[config.mk]
export PLATFORM = sky130hd
export DESIGN_NAME = sw_debounce_in
export DESIGN_NICKNAME = d
export VERILOG_FILES = /design/src/rtl/periph_pkg.sv /design/src/rtl/sw_debounce_in_bit.sv /design/src/rtl/sw_debounce_in.sv
export SDC_FILE = /design/constraint.sdc
export NUM_CORES = 1
export LEC_CHECK = 0
export CAP_MARGIN = 0
export CORE_MARGIN = 3
export CORE_UTILIZATION = 59
export DETAILED_ROUTE_END_ITERATION = 8
export PLACE_DENSITY = 0.8
export SYNTH_ARGS = -nofsm -noshare
export SYNTH_HDL_FRONTEND = slang
export SYNTH_SLANG_ARGS = --single-unit
[constraint.sdc]
create_clock -name ACLK -period 15.7 [get_ports ACLK]
set_input_delay 2.355 -clock ACLK [delete_from_list [all_inputs] [get_ports ACLK]]
set_output_delay 2.355 -clock ACLK [all_outputs]
set_load 0.02 [all_outputs]
[src/rtl/periph_pkg.sv]
// Shared peripheral map: base addresses, switch-input register offsets and bus width.
package periph_pkg;

    localparam int BUS_W = 32;

    localparam logic [BUS_W-1:0] GPIO_BASE = 32'h8000_0000;
    localparam logic [BUS_W-1:0] SWIN_BASE = 32'h8000_0010;

    localparam int SWIN_NREGS = 3;

    typedef enum logic [1:0] {
        SWIN_STATE = 2'd0,
        SWIN_EDGE  = 2'd1,
        SWIN_MASK  = 2'd2
    } swin_reg_e;

endpackage

[src/rtl/sw_debounce_in_bit.sv]
// One switch channel: two-flop synchroniser, stability counter, accepted level and
// a single-cycle accept strobe that fires on the clock the accepted level changes.
module debounce_bit #(
    parameter int DEBOUNCE_CYCLES = 50000,
    parameter int CNT_W           = $clog2(DEBOUNCE_CYCLES)
) (
    input  logic ACLK,
    input  logic RESET,
    input  logic sw,
    output logic stable,
    output logic accept
);

    localparam logic [CNT_W-1:0] CNT_MAX = CNT_W'(DEBOUNCE_CYCLES - 1);

    logic             meta;
    logic             sync;
    logic [CNT_W-1:0] cnt;

    // Combinational so the top can set the flag on the same edge the level is taken.
    assign accept = (sync != stable) && (cnt == CNT_MAX);

    always_ff @(posedge ACLK or posedge RESET) begin
        if (RESET) begin
            meta   <= 1'b0;
            sync   <= 1'b0;
            stable <= 1'b0;
            cnt    <= '0;
        end else begin
            meta <= sw;
            sync <= meta;
            if (sync == stable) begin
                cnt <= '0;
            end else if (accept) begin
                stable <= sync;
                cnt    <= '0;
            end else begin
                cnt <= cnt + 1'b1;
            end
        end
    end

endmodule

[src/rtl/sw_debounce_in.sv]
// Switch-input peripheral: debounced STATE, sticky W1C EDGE flags, registered bus reads.
// Define SWIN_IRQ_EN to build the MASK register and the IRQ output.
module sw_debounce_in
    import periph_pkg::*;
#(
    parameter logic [31:0] BASEADDRESS     = SWIN_BASE,
    parameter int          NBITS           = 18,
    parameter int          DEBOUNCE_CYCLES = 50000
) (
    input  logic             ACLK,
    input  logic             RESET,
    input  logic [NBITS-1:0] SW,
    input  logic [31:0]      ADDR,
    input  logic [31:0]      DATA_I,
    input  logic             WRSTB,
    input  logic             RDSTB,
`ifdef SWIN_IRQ_EN
    output logic             IRQ,
`endif
    output logic [31:0]      DATA_O
);

    localparam int CNT_W = $clog2(DEBOUNCE_CYCLES);

    logic [NBITS-1:0] state;
    logic [NBITS-1:0] accept;
    logic [NBITS-1:0] edge_q;
    logic [NBITS-1:0] mask_q;
    logic [31:0]      idx;
    logic             sel;
    logic             wr_edge;
    logic             wr_mask;
    logic             rd;
    logic [31:0]      clr;

    for (genvar i = 0; i < NBITS; i++) begin : g_bit
        debounce_bit #(
            .DEBOUNCE_CYCLES(DEBOUNCE_CYCLES),
            .CNT_W          (CNT_W)
        ) u_bit (
            .ACLK  (ACLK),
            .RESET (RESET),
            .sw    (SW[i]),
            .stable(state[i]),
            .accept(accept[i])
        );
    end

    // Unsigned offset: addresses below the base wrap to large values and deselect.
    assign idx     = ADDR - BASEADDRESS;
    assign sel     = (idx < SWIN_NREGS);
    assign wr_edge = WRSTB && sel && (idx[1:0] == SWIN_EDGE);
    assign wr_mask = WRSTB && sel && (idx[1:0] == SWIN_MASK);
    assign rd      = RDSTB && !WRSTB && sel;
    assign clr     = wr_edge ? DATA_I : '0;

    // Set is OR-ed in after the clear so a same-cycle accept keeps the flag.
    always_ff @(posedge ACLK or posedge RESET) begin
        if (RESET) edge_q <= '0;
        else       edge_q <= (edge_q & ~clr[NBITS-1:0]) | accept;
    end

`ifdef SWIN_IRQ_EN
    always_ff @(posedge ACLK or posedge RESET) begin
        if (RESET) begin
            mask_q <= '0;
            IRQ    <= 1'b0;
        end else begin
            if (wr_mask) mask_q <= DATA_I[NBITS-1:0];
            IRQ <= |(edge_q & mask_q);
        end
    end
`else
    assign mask_q = '0;
    logic unused_wr_mask;
    assign unused_wr_mask = wr_mask;
`endif

    always_ff @(posedge ACLK or posedge RESET) begin
        if (RESET) begin
            DATA_O <= '0;
        end else begin
            DATA_O <= '0;
            if (rd) begin
                case (idx[1:0])
                    SWIN_STATE: DATA_O <= 32'(state);
                    SWIN_EDGE:  DATA_O <= 32'(edge_q);
                    SWIN_MASK:  DATA_O <= 32'(mask_q);
                    default:    DATA_O <= '0;
                endcase
            end
        end
    end

endmodule

==> impl_metrics.json, run 1 <==
{
  "status": "complete, no violations",
  "path_max_fanout": 13,
  "min_period_ns": 4.335,
  "place_congestion": 0.8664,
  "multi_input_area_sq_um": 7775,
  "netlist.area_leader.share_pct": 53.77,
  "cp_slowest_cell": "or4_1",
  "syn2layout_area_growth_pct": 15.29,
  "vias": 12690,
  "crit_chain": "clkdlybuf4s50_1, or4_1, a211o_1, or4_1, buf_4, nor2_1",
  "syn_inst": 1704,
  "critical_path.most_common_cell": "or4_1",
  "ff_latch_area_sq_um": 9459,
  "slew_violations": 0,
  "grt_setup_unrepaired": "no",
  "crit_type": "in2reg",
  "grt.total_usage_pct": 22.07,
  "setup.worst_path.end_class": "flop",
  "dr.first_iter.drc_count": 856,
  "finalClockSkew_ns": 0.01263,
  "nFillCells": 2176,
  "htreeDepth": 2,
  "yosys-top-cells-area": "dfrtp_1 (54%), xnor2_1 (8.1%), nor2_1 (6.4%)",
  "cap_viol_max_count": 0,
  "cts_hold_buf": 0,
  "overflow": 0,
  "critPathRequiredTime_ns": 16.14,
  "drt_first_pass_iters": 7,
  "root_buffer": "clkbuf_16",
  "post_cts_resized": 0,
  "drc": 0,
  "die_h_um": 178.7,
  "cts_buffer_depth": 3,
  "p_leak_nw": 8.271,
  "final_common_cell": "dfrtp_1",
  "vdd_drop_max_uv": 91.53,
  "synth_edf_count": 0,
  "final_cell_mix": "dfrtp_1 (378), nor2_1 (301), xnor2_1 (163)",
  "top_level_ports": 118,
  "clock-sinks": 378,
  "initial_core_util_pct": 60.63,
  "core_area_sq_um": 29010,
  "finalWirelength_um": 34670,
  "ys_ff_latch": 378,
  "grt_pass1_vias": 12540,
  "hpwl_um": 22520,
  "cp.arrival_ns": 4.78,
  "post_cts_buffers": 0,
  "synth_warnings": 0,
  "via_per_inst": 5.701,
  "clock_latency_ns": 0.52,
  "r2r_slack_ns": 13.29,
  "syn_area_per_cell_sq_um": 10.32,
  "synth_top_area_cell": "dfrtp_1",
  "fp.dieW_um": 178.7,
  "timing.final.crit_share_pct": 27.61,
  "hold_viol": 0,
  "hold_ws_ns": 0.3384,
  "relSlewSlack_pct": 31.61,
  "finalPower_mw": 2.116,
  "fin_nets": 1916,
  "async_reset_ff_share_pct": 100.0,
  "worst_slew_pin_slew_ns": 1.026,
  "synth_area_sq_um": 17590,
  "grt_pass1_wl_um": 59040,
  "holdCritPathClass": "reg2reg",
  "yosysUniqueCellTypes": 43,
  "finalSetupViolCount": 0,
  "slowest_delay_ns": 0.69,
  "post_drt_wl_per_cell_um": 15.57,
  "cts_tree": "yes",
  "clkTransAtPathRegs_ns": 0.06,
  "n_antenna_cell": 0,
  "start_kind": "input pin",
  "detail-route-antenna-nets": 0,
  "cts_buffers": 40,
  "fin_setup_tns_ns": 0,
  "clock.fmax_mhz": 230.7,
  "powerDensity_nw_per_um2": 104.4,
  "io_buffers": 89,
  "drive_gt1_share_pct": 6.840,
  "num_rows": 62,
  "dieArea_sq_um": 31920,
  "seq_area_frac_synth_pct": 53.77,
  "grt_max_degree": 148,
  "antenna_found_initial": 0,
  "synth_top_flop_cell": "dfrtp_1"
}
## per-layer routing
metal / GRT usage (%) / wire length (um)
met1: 30.16 / 15480
met2: 36.97 / 16900
met3: 3.558 / 1424
met4: 6.071 / 864
met5: 0 / 0
## final cells by class
class / instances / area share [%]
multi-input cells: 1250 / 38.34
flip-flops and latches: 378 / 46.64
clock buffers: 53 / 5.528
repair buffers: 94 / 4.553
clock inverters: 19 / 1.647
well taps: 384 / 2.369
inverters: 48 / 0.9254
## logic make-up after synthesis
group / after synthesis / synth area share (%)
adder cells (fa/ha/maj): 18 / 1.280
other: 1 / 0.02132
multiplexers: 36 / 2.177
XOR/XNOR: 242 / 12.05
AO/OA/AOI/OAI: 109 / 3.798
AND/OR/NAND/NOR: 831 / 24.60
buffers and inverters: 89 / 2.305
flip-flops: 378 / 53.77
## cells in the mapped netlist, drive strengths merged (7+ instances only)
library cell / n
o21ai: 15
nor2: 301
clkbuf: 17
a21oi: 49
nor4: 72
mux2i: 18
a31oi: 16
nor4b: 10
buf: 24
nand2: 96
or3b: 14
dfrtp: 378
or4b: 7
ha: 18
or3: 28
or2: 10
inv: 48
xor2: 79
and3: 32
nor3: 49
nand3: 93
o41ai: 14
mux2: 18
nand4: 53
xnor2: 163
nor4bb: 18
and4: 34
## critical path: cells and delay by family
kind / cells / cell delay (ns)
and+or+nand+nor: 3 / 1.38
buffers and inverters: 2 / 0.70
AOI/OAI and AO/OA: 1 / 0.32
## metrics by stage
stage | cell area [sq um] | instances | utilization [%] | worst slack (ns)
6_report | 20280 | 2226 | 69.90 | 11.37
5_1_grt | 20280 | 2226 | 69.90 | 11.23
4_1_cts | 20280 | 2226 | 69.90 | 11.35
3_5_place_dp | 18830 | 2154 | 64.89 | 10.81
3_3_place_gp | 18830 | 2154 | 64.89 | 10.85
2_1_floorplan | 17640 | 1717 | - | 2.844
## flip-flops by register name, summed over array words and instances (netlist names)
signal	flops
DATA_O	18
edge_q	18
g_bit.u_bit.cnt	288
g_bit.u_bit.meta	18
g_bit.u_bit.stable	18
g_bit.u_bit.sync	18
## final timing paths
| kind | from | endpoint | cells after the start |
|---|---|---|---|
| max in group asynchronous | RESET | g_bit[1].u_bit.cnt[1]$_DFF_PP0_ | 3 |
| worst min-delay path | g_bit[5].u_bit.meta$_DFF_PP0_ | g_bit[5].u_bit.sync$_DFF_PP0_ | 0 |
| worst min register to register | g_bit[5].u_bit.meta$_DFF_PP0_ | g_bit[5].u_bit.sync$_DFF_PP0_ | 0 |
| worst max-delay path | ADDR[27] | DATA_O[14]$_DFF_PP0_ | 6 |
| worst max register to register | g_bit[16].u_bit.cnt[13]$_DFF_PP0_ | g_bit[16].u_bit.cnt[7]$_DFF_PP0_ | 4 |
| min in group asynchronous | RESET | g_bit[15].u_bit.sync$_DFF_PP0_ | 2 |
## report_power, final
part / switching (mW) / leakage (nW) / internal [mW] / total (mW)
Clock: 0.378 / 0.713 / 0.652 / 1.03
Sequential: 0.0132 / 5.06 / 0.990 / 1.00
Combinational: 0.0512 / 2.50 / 0.0318 / 0.0831
Note: power is estimated with default switching activity, not from simulation.
==> run 2: changes to the inputs <==
Settings changed: CORE_UTILIZATION 59 to 54, PLACE_DENSITY 0.8 to 0.77.
Clock period 15.7 ns to 3.9 ns, I/O delays scaled along.
==> impl_metrics.json, run 2 (synthesis gave the netlist of run 1 again) <==
{
  "dr.first_iter.drc_count": 684,
  "pre_cts_slack_ns": 1.038,
  "clock.fmax_mhz": 422.3,
  "r2r_slack_ns": 1.53,
  "worst_slew_pin_slew_ns": 0.9054,
  "grt_setup_unrepaired": "no",
  "hpwl_um": 22160,
  "clkTransAtPathRegs_ns": 0.06,
  "holdCritPathClass": "reg2reg",
  "initial_core_util_pct": 55.32,
  "p_sw_share_pct": 21.20,
  "grt_max_degree": 79,
  "post_cts_buffers": 0,
  "status": "complete, no violations",
  "path_max_fanout": 16,
  "drt_first_pass_iters": 4,
  "finalWirelength_um": 33440,
  "cp_slowest_cell": "or4b_2",
  "vias": 12540,
  "root_buffer": "clkbuf_16",
  "syn2layout_area_growth_pct": 16.47,
  "p_switching_mw": 1.818,
  "nFillCells": 2465,
  "pwr-share-comb_pct": 4.0,
  "finalPower_mw": 8.577,
  "final_cell_mix": "dfrtp_1 (378), nor2_1 (301), xnor2_1 (163)",
  "post_drt_wl_per_cell_um": 14.62,
  "detail-route-antenna-nets": 0,
  "crit_chain": "or4b_2, nor4_1, a21o_1, nor2_1",
  "critPathRequiredTime_ns": 4.29,
  "finalClockSkew_ns": 0.01562,
  "cap_viol_max_count": 0,
  "clock_power_share_pct": 48.9,
  "critical_path.startpoint": "g_bit[13].u_bit.cnt[13]$_DFF_PP0_",
  "overflow": 0,
  "drive_gt1_share_pct": 7.505,
  "p_leak_nw": 8.325,
  "htreeDepth": 2,
  "cp.arrival_ns": 2.76,
  "drc": 0,
  "n_antenna_cell": 0,
  "slowest_delay_ns": 0.68,
  "cts_tree": "yes",
  "crit_type": "reg2reg",
  "cts_hold_buf": 0,
  "dieArea_sq_um": 34780,
  "internal-power_mw": 6.759,
  "fin_nets": 1924,
  "cts_buffer_depth": 3,
  "fin_cells": 2287,
  "worst_slack_ns": 1.532,
  "worst-path-stages": 4,
  "dp.cells": 2212,
  "finalSetupViolCount": 0,
  "r2r_cells": 4,
  "crit-reg2reg-capture": "g_bit[13].u_bit.cnt[8]$_DFF_PP0_",
  "largest_register_ffs": 288,
  "place_congestion": 0.8497,
  "slew_violations": 0,
  "path_delay_family": "simple AND/OR/NAND/NOR gates",
  "num_rows": 65,
  "fp.dieW_um": 186.5,
  "ff_latch_area_sq_um": 9459,
  "cts_buffers": 41,
  "grt_pass1_wl_um": 58750,
  "multi_input_area_sq_um": 7775,
  "hold_ws_ns": 0.3406,
  "grt_pass1_vias": 12560,
  "setup.worst_path.end_class": "flop",
  "fin_util_pct": 64.43,
  "start_kind": "flop",
  "top_level_ports": 118,
  "die_h_um": 186.5,
  "final_common_cell": "dfrtp_1",
  "r2r-start": "g_bit[13].u_bit.cnt[13]$_DFF_PP0_",
  "critPathCapture": "g_bit[13].u_bit.cnt[8]$_DFF_PP0_",
  "min_period_ns": 2.368,
  "hold_viol": 0,
  "antenna_found_initial": 1,
  "post_cts_resized": 0,
  "relSlewSlack_pct": 39.51,
  "core_area_sq_um": 31800,
  "grt.total_usage_pct": 19.50,
  "critPathBufInv": 0,
  "vdd_drop_max_uv": 373.1,
  "via_per_inst": 5.482,
  "powerDensity_nw_per_um2": 418.6,
  "clock-sinks": 378,
  "timing.final.crit_share_pct": 60.72,
  "p_seq_share_pct": 47.1,
  "io_buffers": 89,
  "top_register": "g_bit.u_bit.cnt",
  "clock_latency_ns": 0.53
}
==> run 2: changes by cell type in the layout (fill, tap and decap cells not counted), sizes merged <==
cell	previous run	this run
bufinv	9	7
clkinv	8	5
clkbuf	53	55
clkinvlp	1	7
buf	6	13
==> run 2: layer usage <==
layer,global-route usage [%],up-vias,share of wire (%)
li1,-,6193,-
met1,26.46,6127,47
met2,32.99,162,48
met3,3.006,55,3.0
met4,5.438,0,2.2
met5,0,-,0
==> run 2: worst min path at each step <==
stage	from	endpoint	slack, ns	depth (start not counted)
finish	g_bit[10].u_bit.meta$_DFF_PP0_	g_bit[10].u_bit.sync$_DFF_PP0_	0.34	0
global placement	g_bit[10].u_bit.meta$_DFF_PP0_	g_bit[10].u_bit.sync$_DFF_PP0_	0.33	0
detailed placement	g_bit[10].u_bit.meta$_DFF_PP0_	g_bit[10].u_bit.sync$_DFF_PP0_	0.33	0
global route	g_bit[10].u_bit.meta$_DFF_PP0_	g_bit[10].u_bit.sync$_DFF_PP0_	0.35	0
CTS	g_bit[10].u_bit.meta$_DFF_PP0_	g_bit[10].u_bit.sync$_DFF_PP0_	0.34	0
floorplan	g_bit[0].u_bit.meta$_DFF_PP0_	g_bit[0].u_bit.sync$_DFF_PP0_	0.33	0
==> run 2: final cells by class <==
cell class	instances	area share, %
Sequential cell	378	46.17
Multi-Input combinational cell	1250	37.95
Clock buffer	55	5.863
Timing Repair Buffer	101	5.008
Tap cell	435	2.657
Clock inverter	20	1.454
Inverter	48	0.8978
==> run 2: power by group through the flow <==
stage,Combinational [mW],Clock [mW],Sequential (mW)
after floorplan,0.221,0,4.10
after CTS,0.353,4.30,4.04
after global placement,0.343,0,4.11
final,0.342,4.20,4.04
after global routing,0.391,4.48,4.05
after detailed placement,0.350,0,4.11
==> run 2: per-stage QoR <==
step	setup TNS, ns	area (sq um)
2_1_floorplan	-666.43	17640
3_3_place_gp	0	18990
3_5_place_dp	0	18990
5_1_grt	0	20490
4_1_cts	0	20490
6_report	0	20490
==> run 2: worst reg2reg max path, stage by stage, from the launching register on <==
cell,delay [ns]
dfrtp_1,0.41
or4b_2,0.68
nor4_1,0.48
a21o_1,0.54
nor2_1,0.13
==> run 3: changes to the inputs <==
Settings changed: CORE_UTILIZATION 54 to 59, PLACE_DENSITY 0.77 to 0.8.
Clock period 3.9 ns to 2.2 ns, I/O delays scaled along.
==> impl_metrics.json, run 3 (synthesis gave the netlist of run 1 again) <==
{
  "num_rows": 62,
  "post_cts_resized": 0,
  "via_per_inst": 5.732,
  "p_leak_nw": 8.440,
  "drive_gt1_share_pct": 8.538,
  "io_buffers": 89,
  "hold_ws_ns": 0.1594,
  "overflow": 0,
  "fin_nets": 1948,
  "cap_viol_max_count": 0,
  "n_antenna_cell": 0,
  "fp.dieW_um": 178.7,
  "r2r_slack_ns": 0.12,
  "final_common_cell": "dfrtp_1",
  "initial_core_util_pct": 60.63,
  "grt_setup_unrepaired": "no",
  "grt.total_usage_pct": 22.66,
  "cts_buffer_depth": 3,
  "cts_buffers": 39,
  "clock.fmax_mhz": 480.9,
  "design_area_sq_um": 20590,
  "grt_pass1_vias": 12730,
  "placedInstanceArea_sq_um": 19280,
  "post_cts_buffers": 0,
  "place_congestion": 0.8686,
  "htreeDepth": 2,
  "r2r_cells": 6,
  "syn2layout_area_growth_pct": 17.03,
  "cts_tree": "yes",
  "path_max_fanout": 16,
  "slew_violations": 0,
  "grt_max_degree": 77,
  "finalClockSkew_ns": 0.01111,
  "dr.first_iter.drc_count": 963,
  "hpwl_um": 23370,
  "clock_latency_ns": 0.52,
  "drc": 0,
  "root_buffer": "clkbuf_16",
  "crit_type": "reg2reg",
  "fin_util_pct": 70.95,
  "largest_register_ffs": 288,
  "relSlewSlack_pct": 56.18,
  "core_area_sq_um": 29010,
  "drt_first_pass_iters": 5,
  "status": "complete, no violations",
  "clock-sinks": 378,
  "top_register": "g_bit.u_bit.cnt",
  "min_period_ns": 2.079,
  "crit-reg2reg-capture": "g_bit[16].u_bit.cnt[3]$_DFF_PP0_",
  "vdd_drop_max_uv": 720.7,
  "vias": 12940,
  "ff_latch_area_sq_um": 9459,
  "worst_slew_pin_slew_ns": 0.6513,
  "finalSetupViolCount": 0,
  "finalWirelength_um": 35420,
  "cp.arrival_ns": 2.48,
  "powerDensity_nw_per_um2": 701.7,
  "r2r-start": "g_bit[16].u_bit.cnt[13]$_DFF_PP0_",
  "clkTransAtPathRegs_ns": 0.06,
  "hold_viol": 0,
  "top_level_ports": 118,
  "dieArea_sq_um": 31920,
  "grt_pass1_wl_um": 60580,
  "antenna_found_initial": 1,
  "final_cell_mix": "dfrtp_1 (378), nor2_1 (301), xnor2_1 (163)",
  "post_drt_wl_per_cell_um": 15.69,
  "timing.final.crit_share_pct": 94.52,
  "start_kind": "flop",
  "multi_input_area_sq_um": 7781,
  "critPathRequiredTime_ns": 2.60,
  "nFillCells": 2048,
  "setup.worst_path.end_class": "flop",
  "die_h_um": 178.7,
  "cts_hold_buf": 0,
  "detail-route-antenna-nets": 0,
  "holdCritPathClass": "in2async"
}
-- run 3: cell count changes in the layout (fill, tap and decap cells not counted), moves of 2 or more --
| cell | delta |
|---|---|
| bufinv_16 | -5 |
| clkinvlp_4 | -4 |
| clkbuf_1 | +2 |
| clkbuf_16 | -2 |
| buf_12 | +13 |
| buf_4 | +13 |
| clkinv_2 | +6 |
-- run 3: through the flow --
stage          setup slack [ns]  setup TNS (ns)  instances  total power, mW
6_report                 0.1207               0       2258            14.44
5_1_grt                 0.01325               0       2258            14.95
4_1_cts                  0.1294               0       2258            14.56
3_5_place_dp            -0.2931          -8.471       2187            7.957
3_3_place_gp            -0.2381          -7.455       2187            7.938
2_1_floorplan            -3.208        -1212.64       1717            7.661
-- run 3: per-layer routing --
metal	vias up	track usage [%]	share of wire, %
li1	6239	-	-
met1	6403	31.43	45
met2	241	38.25	50
met3	58	3.155	3.8
met4	2	5.292	1.8
met5	-	0	0.037
-- run 3: critical path: stages, from the launching register on --
cell	delay (ns)
dfrtp_1	0.40
or4b_2	0.70
nor4_2	0.32
buf_4	0.18
a21o_1	0.15
buf_12	0.15
nor2_1	0.06
-- run 3: layout make-up --
class | count | area share [%]
Tap cell | 384 | 2.334
Multi-Input combinational cell | 1250 | 37.80
Sequential cell | 378 | 45.95
Clock buffer | 55 | 5.628
Inverter | 48 | 0.8935
Timing Repair Buffer | 127 | 6.722
Clock inverter | 16 | 0.6746
-- run 3: worst max path at each step --
stage,start,to
after floorplan,RESET,DATA_O[0]$_DFF_PP0_
after global placement,ADDR[27],DATA_O[8]$_DFF_PP0_
after detailed placement,ADDR[27],DATA_O[11]$_DFF_PP0_
after CTS,g_bit[16].u_bit.cnt[13]$_DFF_PP0_,g_bit[16].u_bit.cnt[3]$_DFF_PP0_
after global routing,g_bit[16].u_bit.cnt[13]$_DFF_PP0_,g_bit[16].u_bit.cnt[3]$_DFF_PP0_
final,g_bit[16].u_bit.cnt[13]$_DFF_PP0_,g_bit[16].u_bit.cnt[3]$_DFF_PP0_
-- run 3: report_power, final --
part	switching, mW	leakage [nW]	internal [mW]
logic	0.380	2.74	0.287
clock network	2.70	0.646	3.92
registers	0.0944	5.06	7.07
